File: config.mk
export PLATFORM = sky130hd
export DESIGN_NAME = alu_serial_nb
export DESIGN_NICKNAME = d
export VERILOG_FILES = /design/src/rtl/alu_serial_nb.sv
export SDC_FILE = /design/constraint.sdc
export NUM_CORES = 1
export LEC_CHECK = 0
export ABC_AREA = 0
export BUFFER_PORTS_ARGS = -buffer_cell sky130_fd_sc_hd__buf_2
export CAP_MARGIN = 0
export CORE_ASPECT_RATIO = 1.2
export CORE_MARGIN = 2
export CORE_UTILIZATION = 52
export CTS_BUF_LIST = sky130_fd_sc_hd__clkbuf_4
export CTS_CLUSTER_DIAMETER = 60
export DETAILED_ROUTE_END_ITERATION = 16
export GPL_ROUTABILITY_DRIVEN = 1
export GPL_TIMING_DRIVEN = 0
export PLACE_DENSITY = 0.74
export SLEW_MARGIN = 20
export SYNTH_ARGS = -nofsm -noshare
export SYNTH_HDL_FRONTEND = slang
export SYNTH_SLANG_ARGS = --single-unit
export TNS_END_PERCENT = 10
File: constraint.sdc
create_clock -name clk -period 2 [get_ports clk]
set_input_delay 0.2 -clock clk [delete_from_list [all_inputs] [get_ports clk]]
set_output_delay 0.2 -clock clk [all_outputs]
set_load 0.02 [all_outputs]
File: src/rtl/alu_serial_nb.sv
// alu_serial_nb: digit-serial ADD/ADC/SUB/SBB unit.
// A SLICE-bit adder walks the WIDTH-bit operands LSB first over
// NSLICE = WIDTH/SLICE cycles. Result and C/Z/N/V are registered and only
// change on the edge that raises done, so downstream logic never sees a
// partial sum. The stored C flag can seed the next ADC/SBB for multi-word
// arithmetic.
module alu_serial_nb #(
   parameter int WIDTH = 16,
   parameter int SLICE = 4
) (
   input  logic             clk,
   input  logic             rst_n,
   input  logic             start,
   input  logic [1:0]       sel,
   input  logic             cin,
   input  logic             use_flag_c,
   input  logic [WIDTH-1:0] dataA,
   input  logic [WIDTH-1:0] dataB,
   output logic             busy,
   output logic             done,
   output logic [WIDTH-1:0] result,
   output logic             C,
   output logic             Z,
   output logic             N,
   output logic             V
);

   localparam int NSLICE = WIDTH / SLICE;
   // Keep the counter at least one bit wide so SLICE == WIDTH still elaborates.
   localparam int CNT_W = (NSLICE > 1) ? $clog2(NSLICE) : 1;
   localparam logic [CNT_W-1:0] LAST_CNT = CNT_W'(NSLICE - 1);

   // Operation encoding on sel.
   localparam logic [1:0] OP_ADD = 2'b00;
   localparam logic [1:0] OP_ADC = 2'b01;
   localparam logic [1:0] OP_SUB = 2'b10;
   localparam logic [1:0] OP_SBB = 2'b11;

   typedef enum logic {
      IDLE = 1'b0,
      RUN  = 1'b1
   } state_t;

   state_t           state;
   logic [WIDTH-1:0] a_q;       // operand A, shifted right one slice per cycle
   logic [WIDTH-1:0] b_q;       // operand B' (already inverted for SUB/SBB)
   logic [WIDTH-1:0] part_q;    // partial sum, filled from the top
   logic             carry_q;   // carry between slices
   logic [CNT_W-1:0] cnt_q;     // index of the slice being added

   // Accept-time operand preparation.
   logic             ci;
   logic [WIDTH-1:0] b_prep;
   logic             k_prep;

   // Slice adder outputs.
   logic [SLICE:0]   slice_sum;
   logic             slice_cout;
   logic             msb_cin;
   logic [WIDTH-1:0] part_next;

   // Select the incoming carry, invert B for subtraction and choose k.
   always_comb begin
      // NOTE: every signal assigned here gets a default first, so no path can
      // leave it unassigned and infer a latch.
      ci     = use_flag_c ? C : cin;
      b_prep = dataB;
      k_prep = 1'b0;
      case (sel)
         OP_ADD: begin
            b_prep = dataB;
            k_prep = 1'b0;
         end
         OP_ADC: begin
            b_prep = dataB;
            k_prep = ci;
         end
         OP_SUB: begin
            b_prep = ~dataB;
            k_prep = 1'b1;
         end
         OP_SBB: begin
            b_prep = ~dataB;
            k_prep = ~ci;
         end
         default: begin
            b_prep = dataB;
            k_prep = 1'b0;
         end
      endcase
   end

   // Add the current low slice and splice the sum onto the top of the partial.
   always_comb begin
      slice_sum  = {1'b0, a_q[SLICE-1:0]} + {1'b0, b_q[SLICE-1:0]}
                 + {{SLICE{1'b0}}, carry_q};
      slice_cout = slice_sum[SLICE];
      // The carry into the slice's top bit is recovered from sum = a ^ b ^ cin;
      // on the final slice this is the carry into bit WIDTH-1, for any SLICE.
      msb_cin    = a_q[SLICE-1] ^ b_q[SLICE-1] ^ slice_sum[SLICE-1];
      part_next  = WIDTH'({slice_sum[SLICE-1:0], part_q} >> SLICE);
   end

   // Control FSM with registered datapath, handshake and flag outputs.
   always_ff @(posedge clk or negedge rst_n) begin
      if (!rst_n) begin
         // NOTE: the operand and partial-sum registers are reset along with the
         // outputs so an aborted operation leaves no stale state behind.
         state   <= IDLE;
         a_q     <= '0;
         b_q     <= '0;
         part_q  <= '0;
         carry_q <= 1'b0;
         cnt_q   <= '0;
         busy    <= 1'b0;
         done    <= 1'b0;
         result  <= '0;
         C       <= 1'b0;
         Z       <= 1'b0;
         N       <= 1'b0;
         V       <= 1'b0;
      end else begin
         // NOTE: non-blocking assignments throughout, so every register here
         // updates from pre-edge values regardless of statement order.
         done <= 1'b0;
         case (state)
            IDLE: begin
               if (start) begin
                  a_q     <= dataA;
                  b_q     <= b_prep;
                  carry_q <= k_prep;
                  part_q  <= '0;
                  cnt_q   <= '0;
                  busy    <= 1'b1;
                  state   <= RUN;
               end
            end
            RUN: begin
               a_q     <= a_q >> SLICE;
               b_q     <= b_q >> SLICE;
               carry_q <= slice_cout;
               part_q  <= part_next;
               cnt_q   <= cnt_q + CNT_W'(1);
               if (cnt_q == LAST_CNT) begin
                  result <= part_next;
                  C      <= slice_cout;
                  Z      <= ~|part_next;
                  N      <= part_next[WIDTH-1];
                  V      <= msb_cin ^ slice_cout;
                  done   <= 1'b1;
                  busy   <= 1'b0;
                  state  <= IDLE;
               end
            end
            default: begin
               busy  <= 1'b0;
               state <= IDLE;
            end
         endcase
      end
   end

endmodule

==> flow_summary.ini <==
[synth]
synthAdderAreaFrac_pct = 2.761
ys_types = 36
synth_xor_xnor_area_share_pct = 5.598
synth-seq-cells = 69
synth_simple_gate_area_share_pct = 9.663
avgSynthCellArea_um2 = 11.02
yosysWarnings = 0
synthCells = 296
synth_compound_area_share_pct = 11.85
synth_mux_area_share_pct = 11.81
synth_area_um2 = 3263
synth_top_family_by_area = compound AO/OA/AOI/OAI gates
synth_nets = 341
ys_seq_area_share_pct = 52.91

[worst_setup_path]
critPathKind = flip-flop to flip-flop
r2r_slack_ps = 20
crit-reg2reg-capture = Z
cp.required_ps = 2340
cp-start-kind = flip-flop
path_buf_inv = 2
crit_path_max_incr_delay_ps = 490
end_kind = flip-flop
critPathTopFamily = adder cells
crit_path_top_delay_cell = fa_2
r2r_start = b_q[0]
reg2reg_depth = 7
worst-path-max-fanout = 2
crit_path_frequent_cell = fa_2
worstPathCellList = inv_1 -> fa_2 -> inv_2 -> fa_2 -> nor4_4 -> nand4_1 -> o31ai_2
worstPathArrival_ps = 2320

[worst_hold_path]
whs_path_depth = 3
min_path_type = primary input to flip-flop
whs_endpoint = a_q[14]
hp-start = dataA[14]

[sta]
setup_viol = 0
slew-limit-headroom_pct = 65.42
hold_viol_final = 0
rsz0062_at_grt = true
fmax_mhz = 504.9
drv_slew = 0
fin_crit_sh_pct = 99.03
fin_worst_skew_ps = 11.30
worst_slew_pin_slew_ps = 518.7
period_needed_ps = 1981
holdWs_ps = 14.90

[place]
portBuffers = 58
dp_hpwl_um = 4809
finalWeightedCongestion = 0.7905

[power]
seqPwrFrac_pct = 40.5
clkPwrFrac_pct = 17.9
pwr-share-comb_pct = 41.6
power.internal_w = 0.003605
switching_share_pct = 38.02
power_density_nw_per_um2 = 1484
leakage_nw = 1.960
peakVddDrop_mv = 0.6532
design_power_total_w = 0.005816
p_sw_w = 0.002211

[global_routing]
grt_overflow = 0
grt_pass1_vias = 2382
grt_first_pass_wirelength_um = 11590
grt_max_degree = 60
grt_usage_pct = 21.47
antenna_found_initial = 0

[clock_tree]
clk_latency_ps = 420
cts_tree = built
htree_levels = 3
cts_made_buffers = 9
root_buffer = clkbuf_4
clkSinkCount = 69
clk_pin_slew_ps = 120
clock_path_buffers = 2

[finish]
layout_commonest_cell = dfrtp_1
nFillCells = 527
syn_to_final_growth_pct = 20.13
nets = 417
utilization_pct = 64.78
mostFrequentLayoutCells = dfrtp_1, buf_2, nand2_1
drive_gt1_share_pct = 33.69
num_antenna_cells = 0

[floorplan]
die-area_um2 = 6927
start_util_pct = 53.93
die_x_um = 76.32
rows = 31
ios = 61
dieHeight_um = 90.78
core_area_um2 = 6051

[route]
route.detailed.drc = 0
routed_wirelength_um = 6904
wire_per_inst_um = 15.04
vias_per_cell = 5.172
dr.pass1.iters = 5
drt_iter0_drc = 173
postRouteAntennaNets = 0
via_count = 2374

[outcome]
run_status = finished clean

[run]
maxCapViolCount = 0
state kept, by name (all words and copies together) (netlist names), 2 cells and up:
| register | count |
|---|---|
| a_q | 16 |
| b_q | 16 |
| result | 16 |
| part_q | 12 |
| cnt_q | 2 |
per-stage QoR:
step	instance area, µm²	instances	setup TNS (ps)	worst slack, ps
2_1_floorplan	3263	296	0	61.42
3_3_place_gp	3656	436	-138.9	-138.9
3_5_place_dp	3686	437	-237.3	-237.3
4_1_cts	3896	457	0	3.846
5_1_grt	3920	459	-50.01	-50.01
6_report	3920	459	0	19.44
synthesized netlist by cell type:
master,n,area (µm²)
nand3_1,1,5.000
o21a_1,1,7.510
a21oi_2,2,17.52
a21o_2,1,8.760
clkbuf_1,4,15.01
o21ai_1,10,50.05
inv_1,7,26.28
nor2_2,1,6.260
nand4_1,1,6.260
fa_1,2,40.04
xor2_2,1,16.27
inv_2,1,3.750
nand2_2,3,18.77
nor4_1,2,12.51
nand3b_1,1,7.510
xor2_1,1,8.760
a21o_1,1,7.510
dfrtp_1,69,1727
o31ai_2,1,12.51
a31o_1,1,8.760
buf_6,3,33.78
mux2_4,15,225.2
o21ai_0,35,175.2
buf_2,8,40.04
buf_4,5,37.54
xnor2_1,18,157.7
a22o_1,5,43.79
o22ai_1,4,25.02
buf_12,1,20.02
nor4b_1,1,8.760
a211oi_1,4,30.03
nand2_1,54,202.7
nor2_1,11,41.29
ha_1,4,50.05
mux2i_1,16,160.2
and3_1,1,6.260
cell type report:
class | count | area [µm²] | area share (%)
inverter | 8 | 30.03 | 0.7660
tap | 82 | 102.6 | 2.617
timing repair buffer | 65 | 367.9 | 9.384
clock buffer | 9 | 67.56 | 1.724
multi-input combinational | 198 | 1380 | 35.21
sequential | 69 | 1727 | 44.05
clock inverter | 7 | 98.84 | 2.522
buffer | 21 | 146.4 | 3.734
kinds of logic after synthesis:
family | count (synthesis)
buf+inv | 29
xor+xnor | 20
simple gates | 76
fa+ha+maj | 6
flops | 69
compound gates | 65
mux | 31
worst max path at each step:
stage          cells after the start  end  slack, ps  startpoint
6_report                           7    Z         20      b_q[0]
2_1_floorplan                      7    Z         60      a_q[0]
5_1_grt                            7    Z        -50      b_q[0]
4_1_cts                            7    Z          4      a_q[0]
3_3_place_gp                       7    Z       -140      a_q[0]
3_5_place_dp                       7    Z       -240      a_q[0]
worst reg2reg max path: stages (launching register included):
cell and delay [ps]:
dfrtp_1 370, inv_1 70, fa_2 370, inv_2 60, fa_2 490, nor4_4 180
nand4_1 170, o31ai_2 190
per-layer routing:
layer / GRT usage (%) / wire length [µm]
met4: 12.88 / 293
met3: 4.300 / 316
met5: 0 / 0
met1: 26.76 / 2909
met2: 34.51 / 3384
repair_timing:
item                                   in CTS  in global routing
resized for setup                           3                  3
hold buffers                                1                  0
buffers inserted                            3                  2
setup endpoints to repair                   1                  1
pin swaps                                   3                  2
endpoints found under the hold margin      69                  0
power groups by stage:
| stage | clock (W) | combinational [W] | sequential [W] |
|---|---|---|---|
| 3_3_place_gp | 0 | 0.00217 | 0.00233 |
| 6_report | 0.00104 | 0.00242 | 0.00236 |
| 5_1_grt | 0.00112 | 0.00266 | 0.00242 |
| 3_5_place_dp | 0 | 0.00226 | 0.00236 |
| 4_1_cts | 0.00106 | 0.00237 | 0.00233 |
| 2_1_floorplan | 0 | 0.00147 | 0.00245 |
(Power assumes the default switching activity.)
